--- config.mk ---
export PLATFORM = sky130hd
export DESIGN_NAME = mmio_uart_flat
export DESIGN_NICKNAME = d
export VERILOG_FILES = /design/src/rtl/uart_pkg.sv /design/src/rtl/mmio_uart_if.sv /design/src/rtl/uart_fifo.sv /design/src/rtl/mmio_uart.sv /design/src/flat_wrapper.sv
export SDC_FILE = /design/constraint.sdc
export NUM_CORES = 1
export LEC_CHECK = 0
export ABC_CLOCK_PERIOD_IN_PS = 3500
export CORE_MARGIN = 3
export CORE_UTILIZATION = 56
export DETAILED_ROUTE_END_ITERATION = 8
export PLACE_DENSITY = 0.84
export SYNTH_ARGS = -nofsm -noshare
export SYNTH_HDL_FRONTEND = slang
export SYNTH_HIERARCHICAL = 1
export SYNTH_SLANG_ARGS = --single-unit
--- constraint.sdc ---
create_clock -name clk -period 3.5 [get_ports clk]
set_clock_uncertainty 0.2 [all_clocks]
set_input_delay 0.35 -clock clk [delete_from_list [all_inputs] [get_ports clk]]
set_output_delay 0.35 -clock clk [all_outputs]
set_load 0.05 [all_outputs]
--- src/rtl/uart_pkg.sv ---
// Shared state types, register offsets and status bit positions for mmio_uart.
// UART_PARITY_EN adds an even-parity bit between DATA and STOP in both directions.
package uart_pkg;

    typedef enum logic [2:0] {
        TX_IDLE   = 3'd0,
        TX_START  = 3'd1,
        TX_DATA   = 3'd2,
`ifdef UART_PARITY_EN
        TX_PARITY = 3'd3,
`endif
        TX_STOP   = 3'd4
    } tx_state_t;

    typedef enum logic [2:0] {
        RX_IDLE   = 3'd0,
        RX_START  = 3'd1,
        RX_DATA   = 3'd2,
`ifdef UART_PARITY_EN
        RX_PARITY = 3'd3,
`endif
        RX_STOP   = 3'd4
    } rx_state_t;

    localparam logic [2:0] UART_DATA_OFS = 3'h0;
    localparam logic [2:0] UART_STAT_OFS = 3'h4;

    localparam int unsigned ST_RX_PRESENT = 32'd0;
    localparam int unsigned ST_TX_FULL    = 32'd1;
    localparam int unsigned ST_TX_IDLE    = 32'd2;
    localparam int unsigned ST_RX_OVERRUN = 32'd3;
    localparam int unsigned ST_FRAME_ERR  = 32'd4;
    localparam int unsigned ST_PARITY_ERR = 32'd5;

    function automatic logic even_parity(input logic [7:0] data);
        return ^data;
    endfunction

endpackage

--- src/rtl/mmio_uart_if.sv ---
// Byte-wide MMIO link between the memory controller (master) and the UART (slave).
interface mmio_uart_if;
    logic       tx_wen;
    logic       rx_ren;
    logic [2:0] uart_addr;
    logic [7:0] uart_din;
    logic [7:0] uart_dout;
    logic       tx_full;
    logic       rx_data_present;

    modport master (output tx_wen, rx_ren, uart_addr, uart_din,
                    input  uart_dout, tx_full, rx_data_present);
    modport slave  (input  tx_wen, rx_ren, uart_addr, uart_din,
                    output uart_dout, tx_full, rx_data_present);
endinterface

--- src/rtl/uart_fifo.sv ---
// Byte FIFO with extra-MSB pointers; a pop on a full FIFO lets a same-edge push in.
module uart_fifo #(
    parameter int DEPTH = 16
) (
    input  logic       clk,
    input  logic       rst,
    input  logic       push,
    input  logic       pop,
    input  logic [7:0] din,
    output logic [7:0] head,
    output logic       full,
    output logic       empty
);
    localparam int AW = $clog2(DEPTH);

    logic [7:0]  mem_r [DEPTH];
    logic [AW:0] wr_ptr_r;
    logic [AW:0] rd_ptr_r;
    logic        do_push_s;
    logic        do_pop_s;

    assign empty     = (wr_ptr_r == rd_ptr_r);
    assign full      = (wr_ptr_r[AW] != rd_ptr_r[AW]) && (wr_ptr_r[AW-1:0] == rd_ptr_r[AW-1:0]);
    assign head      = mem_r[rd_ptr_r[AW-1:0]];
    assign do_pop_s  = pop && !empty;
    assign do_push_s = push && (!full || do_pop_s);

    // pointer advance
    always_ff @(posedge clk or negedge rst) begin
        if (!rst) begin
            wr_ptr_r <= '0;
            rd_ptr_r <= '0;
        end else begin
            if (do_push_s) wr_ptr_r <= wr_ptr_r + (AW+1)'(1);
            if (do_pop_s)  rd_ptr_r <= rd_ptr_r + (AW+1)'(1);
        end
    end

    // storage write
    always_ff @(posedge clk) begin
        if (do_push_s) mem_r[wr_ptr_r[AW-1:0]] <= din;
    end
endmodule

--- src/rtl/mmio_uart.sv ---
// MMIO UART: DATA/STATUS registers, TX/RX FIFOs and 8N1 serialiser/deserialiser.
// UART_PARITY_EN enables an even parity bit and the sticky parity_err status bit.
module mmio_uart
    import uart_pkg::*;
#(
    parameter int CLKS_PER_BIT = 434,
    parameter int TX_DEPTH     = 16,
    parameter int RX_DEPTH     = 16
) (
    input  logic       clk,
    input  logic       rst,
    mmio_uart_if.slave bus,
    output logic       uart_tx,
    input  logic       uart_rx
);
    localparam int CW = $clog2(CLKS_PER_BIT);
    localparam logic [CW-1:0] BIT_LAST  = CW'(CLKS_PER_BIT - 1);
    localparam logic [CW-1:0] HALF_LAST = CW'(CLKS_PER_BIT / 2 - 1);

    logic tx_push_s, tx_pop_s, tx_full_s, tx_empty_s;
    logic rx_push_s, rx_pop_s, rx_full_s, rx_empty_s;
    logic [7:0] tx_head_s, rx_head_s, status_s;
    logic data_rd_s, stat_rd_s, rx_ferr_s;
    logic overrun_r, frame_err_r, uart_tx_r, rx_prev_r;
    logic [1:0] rx_sync_r;
    logic rx_line_s;

    tx_state_t     tx_state_r, tx_state_s;
    rx_state_t     rx_state_r, rx_state_s;
    logic [CW-1:0] tx_cnt_r, tx_cnt_s, rx_cnt_r, rx_cnt_s;
    logic [2:0]    tx_bit_r, tx_bit_s, rx_bit_r, rx_bit_s;
    logic [7:0]    tx_shift_r, tx_shift_s, rx_shift_r, rx_shift_s;
    logic          tx_line_s;
`ifdef UART_PARITY_EN
    logic tx_par_r, rx_perr_r, rx_perr_s, rx_perr_set_s, parity_err_r;
`endif

    assign tx_push_s = bus.tx_wen && (bus.uart_addr == UART_DATA_OFS);
    assign data_rd_s = bus.rx_ren && (bus.uart_addr == UART_DATA_OFS);
    assign stat_rd_s = bus.rx_ren && (bus.uart_addr == UART_STAT_OFS);
    assign rx_pop_s  = data_rd_s && !rx_empty_s;
    assign rx_line_s = rx_sync_r[1];

    uart_fifo #(.DEPTH(TX_DEPTH)) u_tx_fifo (
        .clk(clk), .rst(rst), .push(tx_push_s), .pop(tx_pop_s), .din(bus.uart_din),
        .head(tx_head_s), .full(tx_full_s), .empty(tx_empty_s));

    uart_fifo #(.DEPTH(RX_DEPTH)) u_rx_fifo (
        .clk(clk), .rst(rst), .push(rx_push_s), .pop(rx_pop_s), .din(rx_shift_r),
        .head(rx_head_s), .full(rx_full_s), .empty(rx_empty_s));

    // status word assembly
    always_comb begin
        status_s                = 8'h00;
        status_s[ST_RX_PRESENT] = !rx_empty_s;
        status_s[ST_TX_FULL]    = tx_full_s;
        status_s[ST_TX_IDLE]    = tx_empty_s && (tx_state_r == TX_IDLE);
        status_s[ST_RX_OVERRUN] = overrun_r;
        status_s[ST_FRAME_ERR]  = frame_err_r;
`ifdef UART_PARITY_EN
        status_s[ST_PARITY_ERR] = parity_err_r;
`else
        status_s[ST_PARITY_ERR] = 1'b0;
`endif
    end

    // read mux: the controller samples this at the strobe edge
    always_comb begin
        bus.uart_dout = 8'h00;
        case (bus.uart_addr)
            UART_DATA_OFS: bus.uart_dout = rx_empty_s ? 8'h00 : rx_head_s;
            UART_STAT_OFS: bus.uart_dout = status_s;
            default:       bus.uart_dout = 8'h00;
        endcase
    end

    assign bus.tx_full         = tx_full_s;
    assign bus.rx_data_present = !rx_empty_s;
    assign uart_tx             = uart_tx_r;

    // TX next-state; the line level is registered one cycle behind the state
    always_comb begin
        tx_state_s = tx_state_r;
        tx_cnt_s   = tx_cnt_r + CW'(1);
        tx_bit_s   = tx_bit_r;
        tx_shift_s = tx_shift_r;
        tx_pop_s   = 1'b0;
        tx_line_s  = 1'b1;
        case (tx_state_r)
            TX_IDLE: begin
                tx_cnt_s = '0;
                if (!tx_empty_s) begin
                    tx_pop_s   = 1'b1;
                    tx_shift_s = tx_head_s;
                    tx_state_s = TX_START;
                end else begin
                    tx_state_s = TX_IDLE;
                end
            end
            TX_START: begin
                tx_line_s = 1'b0;
                if (tx_cnt_r == BIT_LAST) begin
                    tx_cnt_s   = '0;
                    tx_bit_s   = 3'd0;
                    tx_state_s = TX_DATA;
                end else begin
                    tx_state_s = TX_START;
                end
            end
            TX_DATA: begin
                tx_line_s = tx_shift_r[0];
                if (tx_cnt_r == BIT_LAST) begin
                    tx_cnt_s   = '0;
                    tx_shift_s = {1'b0, tx_shift_r[7:1]};
                    tx_bit_s   = tx_bit_r + 3'd1;
`ifdef UART_PARITY_EN
                    tx_state_s = (tx_bit_r == 3'd7) ? TX_PARITY : TX_DATA;
`else
                    tx_state_s = (tx_bit_r == 3'd7) ? TX_STOP : TX_DATA;
`endif
                end else begin
                    tx_state_s = TX_DATA;
                end
            end
`ifdef UART_PARITY_EN
            TX_PARITY: begin
                tx_line_s = tx_par_r;
                if (tx_cnt_r == BIT_LAST) begin
                    tx_cnt_s   = '0;
                    tx_state_s = TX_STOP;
                end else begin
                    tx_state_s = TX_PARITY;
                end
            end
`endif
            TX_STOP: begin
                if (tx_cnt_r != BIT_LAST) begin
                    tx_state_s = TX_STOP;
                end else if (!tx_empty_s) begin
                    tx_cnt_s   = '0;
                    tx_pop_s   = 1'b1;
                    tx_shift_s = tx_head_s;
                    tx_state_s = TX_START;
                end else begin
                    tx_cnt_s   = '0;
                    tx_state_s = TX_IDLE;
                end
            end
            default: begin
                tx_cnt_s   = '0;
                tx_state_s = TX_IDLE;
            end
        endcase
    end

    // RX next-state: falling edge, mid-start check, then centre sampling
    always_comb begin
        rx_state_s = rx_state_r;
        rx_cnt_s   = rx_cnt_r + CW'(1);
        rx_bit_s   = rx_bit_r;
        rx_shift_s = rx_shift_r;
        rx_push_s  = 1'b0;
        rx_ferr_s  = 1'b0;
`ifdef UART_PARITY_EN
        rx_perr_s     = rx_perr_r;
        rx_perr_set_s = 1'b0;
`endif
        case (rx_state_r)
            RX_IDLE: begin
                rx_cnt_s   = '0;
                rx_state_s = (rx_prev_r && !rx_line_s) ? RX_START : RX_IDLE;
            end
            RX_START: begin
                if (rx_cnt_r == HALF_LAST) begin
                    rx_cnt_s   = '0;
                    rx_bit_s   = 3'd0;
                    rx_state_s = rx_line_s ? RX_IDLE : RX_DATA;
                end else begin
                    rx_state_s = RX_START;
                end
            end
            RX_DATA: begin
                if (rx_cnt_r == BIT_LAST) begin
                    rx_cnt_s   = '0;
                    rx_shift_s = {rx_line_s, rx_shift_r[7:1]};
                    rx_bit_s   = rx_bit_r + 3'd1;
`ifdef UART_PARITY_EN
                    rx_state_s = (rx_bit_r == 3'd7) ? RX_PARITY : RX_DATA;
`else
                    rx_state_s = (rx_bit_r == 3'd7) ? RX_STOP : RX_DATA;
`endif
                end else begin
                    rx_state_s = RX_DATA;
                end
            end
`ifdef UART_PARITY_EN
            RX_PARITY: begin
                if (rx_cnt_r == BIT_LAST) begin
                    rx_cnt_s   = '0;
                    rx_perr_s  = (rx_line_s != even_parity(rx_shift_r));
                    rx_state_s = RX_STOP;
                end else begin
                    rx_state_s = RX_PARITY;
                end
            end
`endif
            RX_STOP: begin
                if (rx_cnt_r == BIT_LAST) begin
                    rx_cnt_s   = '0;
                    rx_state_s = RX_IDLE;
                    if (!rx_line_s) rx_ferr_s = 1'b1;
`ifdef UART_PARITY_EN
                    else if (rx_perr_r) rx_perr_set_s = 1'b1;
`endif
                    else rx_push_s = 1'b1;
                end else begin
                    rx_state_s = RX_STOP;
                end
            end
            default: begin
                rx_cnt_s   = '0;
                rx_state_s = RX_IDLE;
            end
        endcase
    end

    // state, datapath and sticky-status registers
    always_ff @(posedge clk or negedge rst) begin
        if (!rst) begin
            tx_state_r  <= TX_IDLE;
            tx_cnt_r    <= '0;
            tx_bit_r    <= 3'd0;
            tx_shift_r  <= 8'h00;
            uart_tx_r   <= 1'b1;
            rx_state_r  <= RX_IDLE;
            rx_cnt_r    <= '0;
            rx_bit_r    <= 3'd0;
            rx_shift_r  <= 8'h00;
            rx_sync_r   <= 2'b11;
            rx_prev_r   <= 1'b1;
            overrun_r   <= 1'b0;
            frame_err_r <= 1'b0;
`ifdef UART_PARITY_EN
            tx_par_r     <= 1'b0;
            rx_perr_r    <= 1'b0;
            parity_err_r <= 1'b0;
`endif
        end else begin
            tx_state_r  <= tx_state_s;
            tx_cnt_r    <= tx_cnt_s;
            tx_bit_r    <= tx_bit_s;
            tx_shift_r  <= tx_shift_s;
            uart_tx_r   <= tx_line_s;
            rx_state_r  <= rx_state_s;
            rx_cnt_r    <= rx_cnt_s;
            rx_bit_r    <= rx_bit_s;
            rx_shift_r  <= rx_shift_s;
            rx_sync_r   <= {rx_sync_r[0], uart_rx};
            rx_prev_r   <= rx_line_s;
            // a new event on the clearing edge wins so it is never lost
            overrun_r   <= (overrun_r && !stat_rd_s) || (rx_push_s && rx_full_s && !rx_pop_s);
            frame_err_r <= (frame_err_r && !stat_rd_s) || rx_ferr_s;
`ifdef UART_PARITY_EN
            tx_par_r     <= tx_pop_s ? even_parity(tx_head_s) : tx_par_r;
            rx_perr_r    <= rx_perr_s;
            parity_err_r <= (parity_err_r && !stat_rd_s) || rx_perr_set_s;
`endif
        end
    end
endmodule

--- src/flat_wrapper.sv ---
// flat-port wrapper written by rule: the top's interface ports become plain ports
module mmio_uart_flat import uart_pkg::*;
#(
    parameter int CLKS_PER_BIT = 434,
    parameter int TX_DEPTH     = 16,
    parameter int RX_DEPTH     = 16
)
  (clk, rst, uart_tx, uart_rx, bus_tx_wen, bus_rx_ren, bus_uart_addr, bus_uart_din, bus_uart_dout, bus_tx_full, bus_rx_data_present);
  mmio_uart_if bus_i ();
  input  logic clk;
  input  logic rst;
  output logic uart_tx;
  input  logic uart_rx;
  input wire logic [$bits(bus_i.tx_wen)-1:0] bus_tx_wen;
  input wire logic [$bits(bus_i.rx_ren)-1:0] bus_rx_ren;
  input wire logic [$bits(bus_i.uart_addr)-1:0] bus_uart_addr;
  input wire logic [$bits(bus_i.uart_din)-1:0] bus_uart_din;
  output wire logic [$bits(bus_i.uart_dout)-1:0] bus_uart_dout;
  output wire logic [$bits(bus_i.tx_full)-1:0] bus_tx_full;
  output wire logic [$bits(bus_i.rx_data_present)-1:0] bus_rx_data_present;
  assign bus_i.tx_wen = bus_tx_wen;
  assign bus_i.rx_ren = bus_rx_ren;
  assign bus_i.uart_addr = bus_uart_addr;
  assign bus_i.uart_din = bus_uart_din;
  assign bus_uart_dout = bus_i.uart_dout;
  assign bus_tx_full = bus_i.tx_full;
  assign bus_rx_data_present = bus_i.rx_data_present;
  mmio_uart #(.CLKS_PER_BIT(CLKS_PER_BIT), .TX_DEPTH(TX_DEPTH), .RX_DEPTH(RX_DEPTH)) u_core (.clk(clk), .rst(rst), .bus(bus_i), .uart_tx(uart_tx), .uart_rx(uart_rx));
endmodule
# Word level (Yosys, flattened, before mapping)
# Memory sizes are Yosys's and may differ from the RTL's.
# Index checks and enable logic that the tools add are counted.
[totals] n_memories=2 input_bits=16 latch_bits=0 rom_bits=0 regBits=72 ramBits=256 output_inout_bits=11
[op_classes] order_cmp=0 reduce_logical=39 n_mul=0 n_bitwise=0 eq_ne=24 n_shift=0 div_mod_pow=0 n_addsub=8 muxes=45
[mem_list] memory="u_core.u_rx_fifo.mem_r" depth=16 width=8 read_ports=1 rd_clocked_by_memory_dff=0 wr=1 line_no="uart_fifo.sv:16" rtl="logic [7:0] mem_r [DEPTH];"
[mem_list] memory="u_core.u_tx_fifo.mem_r" depth=16 width=8 read_ports=1 rd_clocked_by_memory_dff=0 wr=1 line_no="uart_fifo.sv:16"
[op_table] operator="9-bit two-way mux" count=4
[op_table] operator="9-bit one-hot mux with 2 select lines" count=2
[op_table] operator="3-bit two-way mux" count=11
[op_table] operator="8-bit two-way mux" count=4
[op_table] operator="3-bit one-hot mux with 4 select lines" count=2
[op_table] operator="8-bit one-hot mux with 3 select lines" count=1
[op_table] operator="5-bit by 1-bit adder with 5-bit output (second input constant)" count=4
[op_table] operator="9-bit by 1-bit adder with 9-bit output (second input constant)" count=2
[op_table] operator="9-bit equality test (second input constant)" count=2
[op_table] operator="1-bit logical AND" count=16
[op_table] operator="8-bit one-hot mux with 2 select lines" count=1
[op_table] operator="3-bit equality test (second input constant)" count=5
[op_table] operator="1-bit two-way mux" count=14
[op_table] operator="3-bit one-hot mux with 2 select lines" count=2
[op_table] operator="5-bit equality test" count=2
[op_table] operator="9-bit by 8-bit equality test with 1-bit output (second input constant)" count=1
[op_table] operator="3-bit zero test" count=3
[op_table] operator="9-bit inequality test (second input constant)" count=1
[op_table] operator="3-bit AND reduction" count=3
[op_table] operator="4-bit equality test" count=2
[op_table] operator="2-bit by 1-bit inequality test with 1-bit output (second input constant)" count=4
[op_table] operator="1-bit zero test" count=7
[op_table] operator="3-bit by 1-bit adder with 3-bit output (second input constant)" count=2
[op_table] operator="3-bit by 1-bit equality test with 1-bit output (second input constant)" count=2
[op_table] operator="other kinds (10)" count=19

# Longest topological paths before layout
# Gate-level depths: netlist (run 1).
[logic_depth] ltp_word=9 ltp_mapped=12 ltp_nobuf=10

# By module
# The synthesis (run 1) kept the hierarchy.
[modules_own_cells] mod="uart_fifo (u_core.u_rx_fifo)" cells_each=271 n_inst=1 area_per_inst_um2=5564.1
[modules_own_cells] mod="uart_fifo (u_core.u_tx_fifo)" cells_each=269 n_inst=1 area_per_inst_um2=5527.8
[modules_own_cells] mod="mmio_uart" cells_each=233 n_inst=1 area_per_inst_um2=2627.5

# Least setup slack after synthesis (run 1)
# No wires, ideal clock.
[synth_path] path_type="reg2reg" from="register u_core.tx_cnt_r[2]" to="memory u_core.u_tx_fifo.mem_r[11][0] (enable)" n_path_buf=0 path_stages_with_launch=7 arrival_ns=3.061 period_less_slack_ns=3.647 setup_slack_ns=-0.147 path_cell_list="dfrtp_1 -> or4b_4 -> or2_4 -> and2_4 -> nor4_1 -> o311ai_4 -> nor3b_1"
[synth_between] elab_chain_cells=8
[synth_lines] item="from (decl)" line_no="mmio_uart.sv:30" rtl="logic [CW-1:0] tx_cnt_r, tx_cnt_s, rx_cnt_r, rx_cnt_s;"
[synth_lines] item="from (signal assigned)" line_no="mmio_uart.sv:250" rtl="tx_cnt_r <= tx_cnt_s;"
[synth_lines] item="9-bit inequality test" line_no="mmio_uart.sv:137" rtl="if (tx_cnt_r != BIT_LAST) begin"
[synth_lines] item="1-bit two-way mux" line_no="mmio_uart.sv:137"
[synth_lines] item="1-bit one-hot mux with 2 select lines" line_no="mmio_uart.sv:89" rtl="case (tx_state_r)"
[synth_lines] item="named net u_core.tx_pop_s" line_no="mmio_uart.sv:20" rtl="logic tx_push_s, tx_pop_s, tx_full_s, tx_empty_s;"
[synth_lines] item="1-bit logical AND" line_no="uart_fifo.sv:25" rtl="assign do_pop_s = pop && !empty;"
[synth_lines] item="1-bit logical OR" line_no="uart_fifo.sv:26" rtl="assign do_push_s = push && (!full || do_pop_s);"
[synth_lines] item="1-bit logical AND" line_no="uart_fifo.sv:26"
[synth_lines] item="1-bit two-way mux" line_no="uart_fifo.sv:41" rtl="if (do_push_s) mem_r[wr_ptr_r[AW-1:0]] <= din;"
[synth_lines] item="1-bit two-way mux (implied by the code)" line_no="uart_fifo.sv:41"
[synth_lines] item="to (decl)" line_no="uart_fifo.sv:16"
# The timed path passes the listed nets, and every way through them passes these cells.

# Worst setup path after layout (run 1)
[layout_path] from="register u_core.u_rx_fifo.rd_ptr_r[0]" to="output port bus_uart_dout[1]"
[layout_between] elab_chain_cells=3 elab_cells_between_ends=4 classes_between="1 x eq/ne; 2 x mux; 1 x memory"
[layout_lines] item="from (decl)" line_no="uart_fifo.sv:18" rtl="logic [AW:0] rd_ptr_r;"
[layout_lines] item="from (signal assigned)" line_no="uart_fifo.sv:35" rtl="if (do_pop_s) rd_ptr_r <= rd_ptr_r + (AW+1)'(1);"
[layout_lines] item="memory read 16 x 8 bit"
[layout_lines] item="named net u_core.rx_head_s[1]" line_no="mmio_uart.sv:22" rtl="logic [7:0] tx_head_s, rx_head_s, status_s;"
[layout_lines] item="8-bit two-way mux" line_no="mmio_uart.sv:71" rtl="UART_DATA_OFS: bus.uart_dout = rx_empty_s ? 8'h00 : rx_head_s;"
[layout_lines] item="8-bit one-hot mux with 2 select lines" line_no="mmio_uart.sv:70" rtl="case (bus.uart_addr)"
[layout_lines] item="to (decl)" line_no="flat_wrapper.sv:18" rtl="output wire logic [$bits(bus_i.uart_dout)-1:0] bus_uart_dout;"
# The timed path passes the listed nets, and every way through them passes these cells.

==> reports/results.tsv, run 1 <==
stage	metric	value	unit
sta	final period utilization	95.0	%
place	RD Place Congestion	0.836	
worst_hold_path	worst hold path class	reg -> reg	
synth	synthesized net count	808	
floorplan	number of top-level pins	27	
critical_path	worst setup path class	reg -> out	
synth	number of synthesized register bits	328	
drt	Antenna Nets Post-Route	0	
sta	worst hold slack	0.155	ns
drt	count of unresolved DRC violations after routing	0	
drt	length of the first detailed-routing pass in iterations	5	
power_and_ir_drop	Comb pwr share	10.9	%
power_and_ir_drop	share of power burned in the clock network	38.3	%
floorplan	Initial Utilization	57.8	%
cells_and_area	fraction of final layout cells sized beyond drive strength 1	24.1	%
sta	relative max-transition margin	39.4	%
grt	GR Overflow Total	0	
synth	multiplexer share of the synthesized area	12.9	%
floorplan	height of the chip	163	microns
synth	fraction of registers with async set or reset after synthesis	22.0	%
place	number of input and output port buffers inserted	26	
grt	All-Layer GR Usage	21.1	%
cells_and_area	count of inserted antenna diode cells	0	
synth	number of cells produced by synthesis	773	
clock_tree	Clock Path Buffers	3	
drt	via count	7158	
floorplan	Die ar.	26400	sq um
critical_path	R2R Setup Slk	0.50	ns
synth	share of the yosys chip area belonging to registers	69.2	%
floorplan	chip width	163	microns
power_and_ir_drop	peak supply drop	0.000420	V
clock_tree	H-Tree Depth	1	
cells_and_area	number of nets at the end of the flow	861	
critical_path	list of cells traversed by the critical path	buf_6 -> mux4_2 -> a22oi_1 -> nand2_1 -> a22o_1 -> buf_12	
clock_tree	clock transition time at the flip-flop clock pins of the worst setup and hold paths	0.06	ns
power_and_ir_drop	Switching Share	24.0	%
critical_path	worst stage delay on the critical path	0.56	ns
run_status	status	completed	
critical_path	Buffers & Inverters on Critical Path	2	
sta	minimum period implied by the final worst setup slack	3.33	ns
critical_path	WP data required	2.95	ns
grt	largest net degree at the start of global routing	73	
critical_path	highest-delay cell along the critical path	mux4_2	
clock_tree	number of sinks on the clock net	328	
grt	number of antenna violations at the first check in global routing	0	
sta	final-report max-slew violation count	0	
sta	Final setup violation count	0	
clock_tree	CTS Root Buffer Type	clkbuf_16	
sta	maximum clock rate	301	MHz
power_and_ir_drop	LEAKAGE	5.86	nW
cells_and_area	area of all sequential standard cells	9500	sq um
critical_path	kind of start point of the critical path	flip-flop	
synth	commonest register cell after synthesis	edfxtp_1	
clock_tree	number of clock buffers inserted by TritonCTS	31	
drt	post-detailed-route via-to-cell ratio	6.12	
critical_path	category of cells accounting for the largest share of critical-path delay	compound AO/OA/AOI/OAI gates	
floorplan	core area	23800	sq um
power_and_ir_drop	Flop pwr share	50.9	%
critical_path	crit path DAT	2.78	ns
grt	first-pass GRT wire length	42.8	mm
synth	dominant combinational cell family by area after synthesis	multiplexers	
synth	Syn Std Cell Area	13700	sq um
drt	aggregate routed wire length	27.0	mm
cells_and_area	signed area change from the synthesized netlist to the final layout	12.8	%
floorplan	number of core rows	56	
drt	violation count after the first detailed-route iteration	595	
synth	simple-gate portion of the synthesized area	7.14	%
synth	number of unique standard cell types used by synthesis	60	
synth	Syn Area/Cell	17.7	sq um
synth	post-synthesis compound-gate area fraction	4.12	%
synth	count of flip-flops with a built-in enable after synthesis	256	
sta	transition at the pin with the smallest max-transition slack	0.909	ns
power_and_ir_drop	Internal Power	6.59	mW
clock_tree	TritonCTS clock tree	done	
synth	total number of yosys warnings	6	
synth	Adder-Cell Fraction of Synth Area	1.73	%
sta	RSZ-0062 raised after global routing	false	
synth	Synth Area in XOR/XNOR	2.89	%
sta	total negative setup slack	0	ns
critical_path	endpoint class of the critical path	output pin	
clock_tree	Worst-Skew Late Latency	0.55	ns
cells_and_area	footprint of the multi-input gates	3950	sq um
grt	vias in the first global route	7363	
power_and_ir_drop	switching pwr	2.08	mW
power_and_ir_drop	power per cell area	559	nW/um^2
place	detailed-placement wirelength estimate	17.1	mm
sta	number of hold-slack violations in the final timing report	0	
critical_path	critical-path maximum fanout	35	
run	max cap viols	0	
drt	WL per Instance	23.1	microns
cells_and_area	number of fillers in the final layout	1539	
-- metal layers --
layer	share of wire, %	global-route usage [%]
met1	40	29.8
met2	50	34.7
met3	7.8	3.46
met4	2.6	5.58
met5	0	0
-- registers in the layout, summed over array words and instances, names as in the netlist --
name / flops
u_core/tx_state_r: 3
u_core/overrun_r: 1
u_core/u_tx_fifo/mem_r: 128
u_core/rx_prev_r: 1
u_core/rx_state_r: 3
u_core/u_rx_fifo/rd_ptr_r: 5
u_core/u_tx_fifo/rd_ptr_r: 5
u_core/rx_shift_r: 8
u_core/rx_sync_r: 2
u_core/rx_bit_r: 3
u_core/tx_cnt_r: 9
u_core/frame_err_r: 1
u_core/u_tx_fifo/wr_ptr_r: 5
u_core/rx_cnt_r: 9
u_core/uart_tx: 1
u_core/u_rx_fifo/wr_ptr_r: 5
u_core/tx_shift_r: 8
u_core/u_rx_fifo/mem_r: 128
u_core/tx_bit_r: 3
-- worst paths after layout --
path                                                     startpoint                                       end  cells after the start
max                        u_core/u_rx_fifo/rd_ptr_r[0]$_DFFE_PN0P_                          bus_uart_dout[1]                      6
min                                   u_core/rx_sync_r[0]$_DFF_PN1_             u_core/rx_sync_r[1]$_DFF_PN1_                      0
max reg2reg                u_core/u_rx_fifo/rd_ptr_r[2]$_DFFE_PN0P_    u_core/u_rx_fifo/mem_r[2][4]$_DFFE_PP_                      9
min in group asynchronous                                       rst              u_core/rx_cnt_r[3]$_DFF_PN0_                      2
max in group asynchronous                                       rst  u_core/u_rx_fifo/rd_ptr_r[0]$_DFFE_PN0P_                      2
min reg2reg                           u_core/rx_sync_r[0]$_DFF_PN1_             u_core/rx_sync_r[1]$_DFF_PN1_                      0
-- placed cells by master, fill, tap and decap left out, types with 3 or more instances in the layout --
| cell | instances |
|---|---|
| xor2_1 | 7 |
| a22o_1 | 8 |
| a22oi_1 | 33 |
| o21ai_0 | 6 |
| xnor2_2 | 5 |
| and3_1 | 29 |
| inv_1 | 15 |
| clkdlybuf4s50_1 | 15 |
| nand4_1 | 7 |
| nand2_1 | 31 |
| buf_4 | 28 |
| or2_4 | 3 |
| nor2_1 | 37 |
| dfstp_2 | 4 |
| dfrtp_1 | 66 |
| clkbuf_1 | 5 |
| clkinv_2 | 8 |
| mux4_2 | 64 |
| and2_1 | 9 |
| edfxtp_1 | 256 |
| nor3b_1 | 4 |
| nand3_1 | 11 |
| ha_1 | 19 |
| nor3_1 | 7 |
| clkinv_1 | 4 |
| buf_12 | 9 |
| mux2_2 | 25 |
| xnor2_1 | 29 |
| clkbuf_16 | 31 |
| bufinv_16 | 4 |
| nor2b_1 | 16 |
| nor4_1 | 3 |
-- through the flow --
step / setup slack, ns / std cells / power (mW) / instance area [sq um] / util, %
6_report: 0.174 / 1169 / 8.66 / 15500 / 65.2
3_5_place_dp: 0.525 / 1110 / 5.41 / 14500 / 60.8
3_3_place_gp: 0.571 / 1110 / 5.39 / 14500 / 60.8
4_1_cts: 0.142 / 1169 / 8.74 / 15500 / 65.2
2_1_floorplan: 0.0916 / 773 / 5.20 / 13700 / -
5_1_grt: 0.0238 / 1169 / 8.98 / 15500 / 65.2
-- worst reg2reg max path, stage by stage (launching register included) --
cell	delay, ns
dfrtp_1	0.48
xnor2_2	0.19
nand4_2	0.18
or2_4	0.17
inv_1	0.08
nor4_1	0.35
nand2_1	0.13
inv_1	0.11
o31a_4	0.27
and3_1	0.49
-- layout make-up --
type | count | share of cell area (%)
clock buffer | 36 | 5.13
multi-input combinational | 395 | 25.5
inverter | 15 | 0.364
clock inverter | 21 | 1.37
timing repair buffer | 55 | 3.69
tap | 319 | 2.58
sequential | 328 | 61.3
-- power groups by stage --
stage               Sequential [mW]  Clock (mW)  Combinational (mW)
CTS                            4.40        3.39               0.947
floorplan                      4.42           0               0.780
detailed placement             4.48           0               0.932
global placement               4.47           0               0.922
finish                         4.41        3.32               0.941
global route                   4.42        3.53                1.03
-- synthesized netlist by cell type, types with 3 or more instances --
cell type	number	area share, %
buf_1	4	0.11
nand4_1	7	0.32
clkbuf_1	12	0.33
mux4_2	64	11
nand3_1	11	0.40
inv_1	15	0.41
and2_1	9	0.41
nor4_1	4	0.18
o21ai_0	6	0.22
nand2_1	31	0.85
nor3b_1	4	0.22
nor2_1	37	1.0
buf_2	5	0.18
a22o_1	8	0.51
or2_4	3	0.19
nor3_1	7	0.26
xnor2_2	5	0.59
ha_1	19	1.7
dfrtp_1	68	12
and3_1	29	1.3
dfstp_2	4	0.77
buf_6	9	0.74
edfxtp_1	256	56
buf_4	5	0.27
xnor2_1	29	1.9
mux2_2	25	2.1
a22oi_1	33	1.8
xor2_1	7	0.45
nor2b_1	16	0.73
-- cell families (layout without fill, tap and decap cells) --
group | Yosys count | after routing
multiplexers | 93 | 93
XOR/XNOR | 41 | 41
AO/OA/AOI/OAI | 67 | 67
AND/OR/NAND/NOR | 175 | 175
flip-flops | 328 | 328
adder cells (fa/ha/maj) | 19 | 19
buffers and inverters | 50 | 127
-- what timing repair did --
| action | in CTS | in global routing |
|---|---|---|
| setup endpoints to repair | 1 | 0 |
| hold endpoints to repair | 69 | 0 |
| resized for setup | 1 | 0 |
| buffers inserted | 0 | 0 |
| hold buffers | 2 | 0 |
Power figures use the tool's default switching activity.
==> run 2: changes to the inputs <==
--- a/config.mk
+++ b/config.mk
@@ -6,8 +6,10 @@
 export NUM_CORES = 1
 export LEC_CHECK = 0
 export ABC_CLOCK_PERIOD_IN_PS = 3500
+export CAP_MARGIN = 20
 export CORE_MARGIN = 3
 export CORE_UTILIZATION = 56
+export CTS_CLUSTER_SIZE = 16
 export DETAILED_ROUTE_END_ITERATION = 8
 export PLACE_DENSITY = 0.84
 export SYNTH_ARGS = -nofsm -noshare
==> run 2 against run 1 <==
Worst hold slack hardly changed. Cell count unchanged. Wire length decreased by 0.32%. Clock power hardly changed. Sequential share of layout area is the same. Die area did not move. Sequential power barely moved. Count of clock-buffer cells in the layout did not move. Combinational power about the same. Power is essentially flat. Maximum frequency down 0.71%. Core utilization unchanged. Critical path type unchanged. Critical endpoint is now bus_uart_dout[3]. Highest routed layer unchanged.
==> reports/results.tsv, run 2 (synthesis gave the netlist of run 1 again) <==
stage	metric	value	unit
sta	final period utilization	95.7	%
clock_tree	post-CTS setup-driven buffer insertion count	0	
worst_hold_path	worst hold path class	reg -> reg	
critical_path	R2R Setup Slk	0.49	ns
clock_tree	number of clock buffers inserted by TritonCTS	31	
critical_path	critical-path maximum fanout	35	
drt	length of the first detailed-routing pass in iterations	5	
sta	transition at the pin with the smallest max-transition slack	0.905	ns
drt	via count	7161	
clock_tree	Worst-Skew Late Latency	0.55	ns
cells_and_area	fraction of final layout cells sized beyond drive strength 1	24.1	%
run_status	status	completed	
cells_and_area	most common cell after layout, fill and taps aside	edfxtp_1	
cells_and_area	fraction of the core area covered by cells at the end of the flow	65.2	%
cells_and_area	number of nets at the end of the flow	861	
clock_tree	CTS Root Buffer Type	clkbuf_16	
place	RD Place Congestion	0.836	
critical_path	WP data required	2.95	ns
drt	post-detailed-route via-to-cell ratio	6.13	
critical_path	crit path DAT	2.80	ns
grt	vias in the first global route	7354	
power_and_ir_drop	power per cell area	559	nW/um^2
clock_tree	Clock Path Buffers	3	
drt	aggregate routed wire length	26.9	mm
drt	WL per Instance	23.0	microns
floorplan	number of top-level pins	27	
cells_and_area	signed area change from the synthesized netlist to the final layout	12.8	%
floorplan	Die ar.	26400	sq um
drt	count of unresolved DRC violations after routing	0	
sta	minimum period implied by the final worst setup slack	3.35	ns
sta	Final setup violation count	0	
critical_path	endpoint class of the critical path	output pin	
cells_and_area	area of all placed cells without fillers	15500	sq um
clock_tree	number of sinks on the clock net	328	
critical_path	worst setup path class	reg -> out	
place	worst-case setup slack after placement	0.525	ns
place	detailed-placement wirelength estimate	17.1	mm
grt	All-Layer GR Usage	21.1	%
cells_and_area	highest-count cells in the layout ignoring fill and taps	256 x edfxtp_1, 66 x dfrtp_1, 64 x mux4_2	
floorplan	height of the chip	163	microns
sta	total negative setup slack	0	ns
floorplan	core area	23800	sq um
floorplan	Initial Utilization	57.8	%
clock_tree	clock transition time at the flip-flop clock pins of the worst setup and hold paths	0.06	ns
drt	violation count after the first detailed-route iteration	590	
floorplan	chip width	163	microns
grt	number of antenna violations at the first check in global routing	0	
place	placed standard-cell area	14500	sq um
place	number of input and output port buffers inserted	26	
sta	number of hold-slack violations in the final timing report	0	
power_and_ir_drop	peak supply drop	0.000420	V
clock_tree	H-Tree Depth	1	
run	max cap viols	0	
sta	final-report max-slew violation count	0	
floorplan	number of core rows	56	
sta	RSZ-0062 raised after global routing	false	
clock_tree	TritonCTS clock tree	done	
sta	relative max-transition margin	39.7	%
sta	Setup WS post-layout	0.150	ns
critical_path	kind of start point of the critical path	flip-flop	
drt	Antenna Nets Post-Route	0	
sta	maximum clock rate	299	MHz
grt	first-pass GRT wire length	42.7	mm
grt	GR Overflow Total	0	
cells_and_area	count of inserted antenna diode cells	0	
power_and_ir_drop	LEAKAGE	5.86	nW
grt	largest net degree at the start of global routing	73	
==> run 2: worst max-delay path, stage by stage, from the launching register on <==
cell	delay, ns
dfrtp_2	0.41
buf_6	0.41
mux4_2	0.56
a22oi_1	0.31
nand2_1	0.12
a22o_1	0.25
buf_12	0.16
==> run 2: power by group <==
| part | switching (mW) | internal, mW | leakage (nW) |
|---|---|---|---|
| sequential | 0.131 | 4.27 | 3.56 |
| combinational | 0.544 | 0.397 | 1.81 |
| clock | 1.40 | 1.92 | 0.491 |
==> run 2: repair_timing <==
item                                    CTS  global route
endpoints found under the setup margin    1             0
hold buffers                              2             0
resized for setup                         1             0
endpoints found under the hold margin    69             0
==> run 2: through the flow <==
step | std cells | hold WS (ns) | power, mW
after floorplan | 773 | -0.146 | 5.20
after global placement | 1110 | 0.146 | 5.39
after detailed placement | 1110 | 0.148 | 5.41
after CTS | 1169 | 0.157 | 8.74
after global routing | 1169 | 0.159 | 8.98
final | 1169 | 0.155 | 8.66
==> run 2: layer usage <==
metal / global-route usage [%] / wire (microns)
met4: 5.62 / 595
met1: 30.0 / 11000
met2: 34.6 / 13400
met5: 0 / 0
met3: 3.28 / 1850
==> run 2: worst paths after layout <==
path,from,end,cells after the start
worst max-delay path,u_core/u_rx_fifo/rd_ptr_r[0]$_DFFE_PN0P_,bus_uart_dout[3],6
worst max register to register,u_core/tx_cnt_r[3]$_DFF_PN0_,u_core/u_tx_fifo/mem_r[12][3]$_DFFE_PP_,6
worst min register to register,u_core/rx_sync_r[0]$_DFF_PN1_,u_core/rx_sync_r[1]$_DFF_PN1_,0
worst min-delay path,u_core/rx_sync_r[0]$_DFF_PN1_,u_core/rx_sync_r[1]$_DFF_PN1_,0
max in group asynchronous,rst,u_core/u_rx_fifo/rd_ptr_r[0]$_DFFE_PN0P_,2
min in group asynchronous,rst,u_core/rx_cnt_r[3]$_DFF_PN0_,2
==> run 2: final cells by class <==
cell class,count,area (sq um)
sequential,328,9500
fill,1541,8270
multi-input combinational,395,3950
clock buffer,36,795
timing repair buffer,55,572
tap,319,399
clock inverter,21,213
inverter,15,56.3
==> run 3: changes to the inputs <==
--- a/config.mk
+++ b/config.mk
@@ -5,13 +5,13 @@
 export SDC_FILE = /design/constraint.sdc
 export NUM_CORES = 1
 export LEC_CHECK = 0
-export ABC_CLOCK_PERIOD_IN_PS = 3500
+export ABC_CLOCK_PERIOD_IN_PS = 3700
 export CAP_MARGIN = 20
 export CORE_MARGIN = 3
-export CORE_UTILIZATION = 56
+export CORE_UTILIZATION = 62
 export CTS_CLUSTER_SIZE = 16
 export DETAILED_ROUTE_END_ITERATION = 8
-export PLACE_DENSITY = 0.84
+export PLACE_DENSITY = 0.87
 export SYNTH_ARGS = -nofsm -noshare
 export SYNTH_HDL_FRONTEND = slang
 export SYNTH_HIERARCHICAL = 1
==> constraint.sdc (replaced) <==
create_clock -name clk -period 3.7 [get_ports clk]
set_clock_uncertainty 0.2 [all_clocks]
set_input_delay 0.37 -clock clk [delete_from_list [all_inputs] [get_ports clk]]
set_output_delay 0.37 -clock clk [all_outputs]
set_load 0.05 [all_outputs]
==> run 3 against run 2 <==
Sequential cell count unchanged. Largest cell class unchanged. First-iteration DRC count up 39%. Setup slack better by 0.19 ns. Register-to-register slack worse by 0.12 ns. Global-route usage up 4.1 points. Critical path type unchanged. Combinational power down 3.3%. Cell count down 4.2%. Design area down 0.48%. Critical path depth unchanged. Wire length up 7.6%. Via count up 2.5%. Worst hold slack worse by 0.096 ns.
==> reports/results.tsv, run 3 (synthesis gave the netlist of run 1 again) <==
stage	metric	value	unit
sta	Setup WS post-layout	0.339	ns
sta	RSZ-0062 raised after global routing	false	
cells_and_area	count of inserted antenna diode cells	0	
grt	largest net degree at the start of global routing	36	
grt	All-Layer GR Usage	25.2	%
sta	total negative setup slack	0	ns
place	worst-case setup slack after placement	0.604	ns
sta	minimum period implied by the final worst setup slack	3.36	ns
clock_tree	number of clock buffers inserted by TritonCTS	34	
run_status	status	completed	
power_and_ir_drop	switching pwr	2.04	mW
clock_tree	CTS Root Buffer Type	clkbuf_16	
floorplan	core area	21400	sq um
sta	number of hold-slack violations in the final timing report	0	
sta	transition at the pin with the smallest max-transition slack	0.747	ns
clock_tree	number of sinks on the clock net	328	
floorplan	Initial Utilization	64.3	%
place	placed standard-cell area	14300	sq um
critical_path	category of cells accounting for the largest share of critical-path delay	multiplexers	
critical_path	worst stage delay on the critical path	0.59	ns
cells_and_area	signed area change from the synthesized netlist to the final layout	12.3	%
power_and_ir_drop	LEAKAGE	5.82	nW
power_and_ir_drop	share of power burned in the clock network	39.3	%
sta	final period utilization	90.8	%
floorplan	Die ar.	23900	sq um
drt	Antenna Nets Post-Route	0	
run	max cap viols	0	
critical_path	list of cells traversed by the critical path	buf_6 -> mux4_2 -> a22oi_1 -> nand2_1 -> a22o_1 -> buf_12	
floorplan	number of core rows	53	
clock_tree	Clock Path Buffers	3	
critical_path	highest-delay cell along the critical path	mux4_2	
place	detailed-placement wirelength estimate	17.5	mm
cells_and_area	count of placed standard cells in the final layout, fillers left out	1120	
critical_path	worst setup path class	reg -> out	
place	RD Place Congestion	0.859	
drt	WL per Instance	25.8	microns
power_and_ir_drop	power per cell area	543	nW/um^2
cells_and_area	most common cell after layout, fill and taps aside	edfxtp_1	
worst_hold_path	hold-critical path depth	1	
critical_path	endpoint class of the critical path	output pin	
critical_path	path depth of the worst reg2reg path	9	
clock_tree	post-CTS setup-driven buffer insertion count	0	
cells_and_area	highest-count cells in the layout ignoring fill and taps	256 x edfxtp_1, 66 x dfrtp_1, 64 x mux4_2	
critical_path	crit path DAT	2.79	ns
floorplan	number of top-level pins	27	
drt	via count	7340	
sta	final-report max-slew violation count	0	
drt	length of the first detailed-routing pass in iterations	7	
sta	relative max-transition margin	50.0	%
grt	vias in the first global route	7752	
power_and_ir_drop	Flop pwr share	49.9	%
critical_path	kind of start point of the critical path	flip-flop	
power_and_ir_drop	Internal Power	6.33	mW
power_and_ir_drop	Comb pwr share	10.9	%
cells_and_area	fraction of final layout cells sized beyond drive strength 1	22.7	%
drt	count of unresolved DRC violations after routing	0	
power_and_ir_drop	peak supply drop	0.000490	V
place	number of input and output port buffers inserted	26	
drt	violation count after the first detailed-route iteration	822	
cells_and_area	number of nets at the end of the flow	856	
critical_path	critical-path maximum fanout	35	
sta	maximum clock rate	298	MHz
critical_path	WP data required	3.13	ns
drt	post-detailed-route via-to-cell ratio	6.55	
grt	first-pass GRT wire length	45.8	mm
clock_tree	H-Tree Depth	2	
sta	worst hold slack	0.0593	ns
floorplan	height of the chip	155	microns
worst_hold_path	worst hold path class	in -> reg	
clock_tree	clock transition time at the flip-flop clock pins of the worst setup and hold paths	0.07	ns
grt	GR Overflow Total	0	
critical_path	number of cells on the critical path	6	
critical_path	Buffers & Inverters on Critical Path	2	
place	cell total after placement	1059	
clock_tree	Worst-Skew Late Latency	0.52	ns
power_and_ir_drop	Total Power Consumption	8.37	mW
power_and_ir_drop	Switching Share	24.4	%
cells_and_area	fraction of the core area covered by cells at the end of the flow	72.2	%
sta	Final setup violation count	0	
drt	aggregate routed wire length	28.9	mm
clock_tree	TritonCTS clock tree	done	
grt	number of antenna violations at the first check in global routing	0	
floorplan	chip width	155	microns
cells_and_area	area of all placed cells without fillers	15400	sq um
run 3: changes by cell type in the layout (fill, tap and decap cells not counted), sizes merged:
cell	delta
dlygate4sd3	-1
clkbuf	+11
buf	-9
clkinv	-6
bufinv	-2
clkdlybuf4s50	+2
run 3: cell type report:
type	count	area, sq um
clock buffer	47	931
clock inverter	13	148
fill	1242	5950
inverter	15	56.3
multi-input combinational	395	3950
sequential	328	9500
tap	275	344
timing repair buffer	47	487
run 3: repair_timing:
item / 4_1_cts / 5_1_grt
hold endpoints to repair: 23 / 0
endpoints found under the setup margin: 0 / 1
hold buffers: 1 / 0
resized for setup: 0 / 1
run 3: power by group through the flow:
stage / Sequential (mW) / Clock (mW) / Combinational [mW]
final: 4.18 / 3.29 / 0.910
after global routing: 4.19 / 3.48 / 0.979
after CTS: 4.17 / 3.34 / 0.903
after detailed placement: 4.24 / 0 / 0.887
after global placement: 4.23 / 0 / 0.845
after floorplan: 4.18 / 0 / 0.737
run 3: worst paths after layout:
path                            slack, ns                                      from                                endpoint
worst max-delay path                 0.34  u_core/u_rx_fifo/rd_ptr_r[0]$_DFFE_PN0P_                        bus_uart_dout[3]
worst min-delay path                 0.06                                   uart_rx           u_core/rx_sync_r[0]$_DFF_PN1_
worst max register to register       0.37  u_core/u_rx_fifo/wr_ptr_r[3]$_DFFE_PN0P_  u_core/u_rx_fifo/mem_r[8][7]$_DFFE_PP_
worst min register to register       0.16             u_core/rx_sync_r[0]$_DFF_PN1_           u_core/rx_sync_r[1]$_DFF_PN1_
max in group asynchronous            2.25                                       rst                u_core/uart_tx$_DFF_PN1_
min in group asynchronous            0.19                                       rst        u_core/rx_shift_r[0]$_DFFE_PN0P_
run 3: routing by layer:
| metal | up-vias | share of wire [%] | wire [microns] | global-route usage [%] |
|---|---|---|---|---|
| met3 | 65 | 8.3 | 2410 | 5.68 |
| met4 | 0 | 3.3 | 968 | 8.54 |
| met1 | 3784 | 39 | 11300 | 34.9 |
| met2 | 361 | 49 | 14300 | 40.5 |
| met5 | - | 0 | 0 | 0 |
| li1 | 3130 | - | - | - |
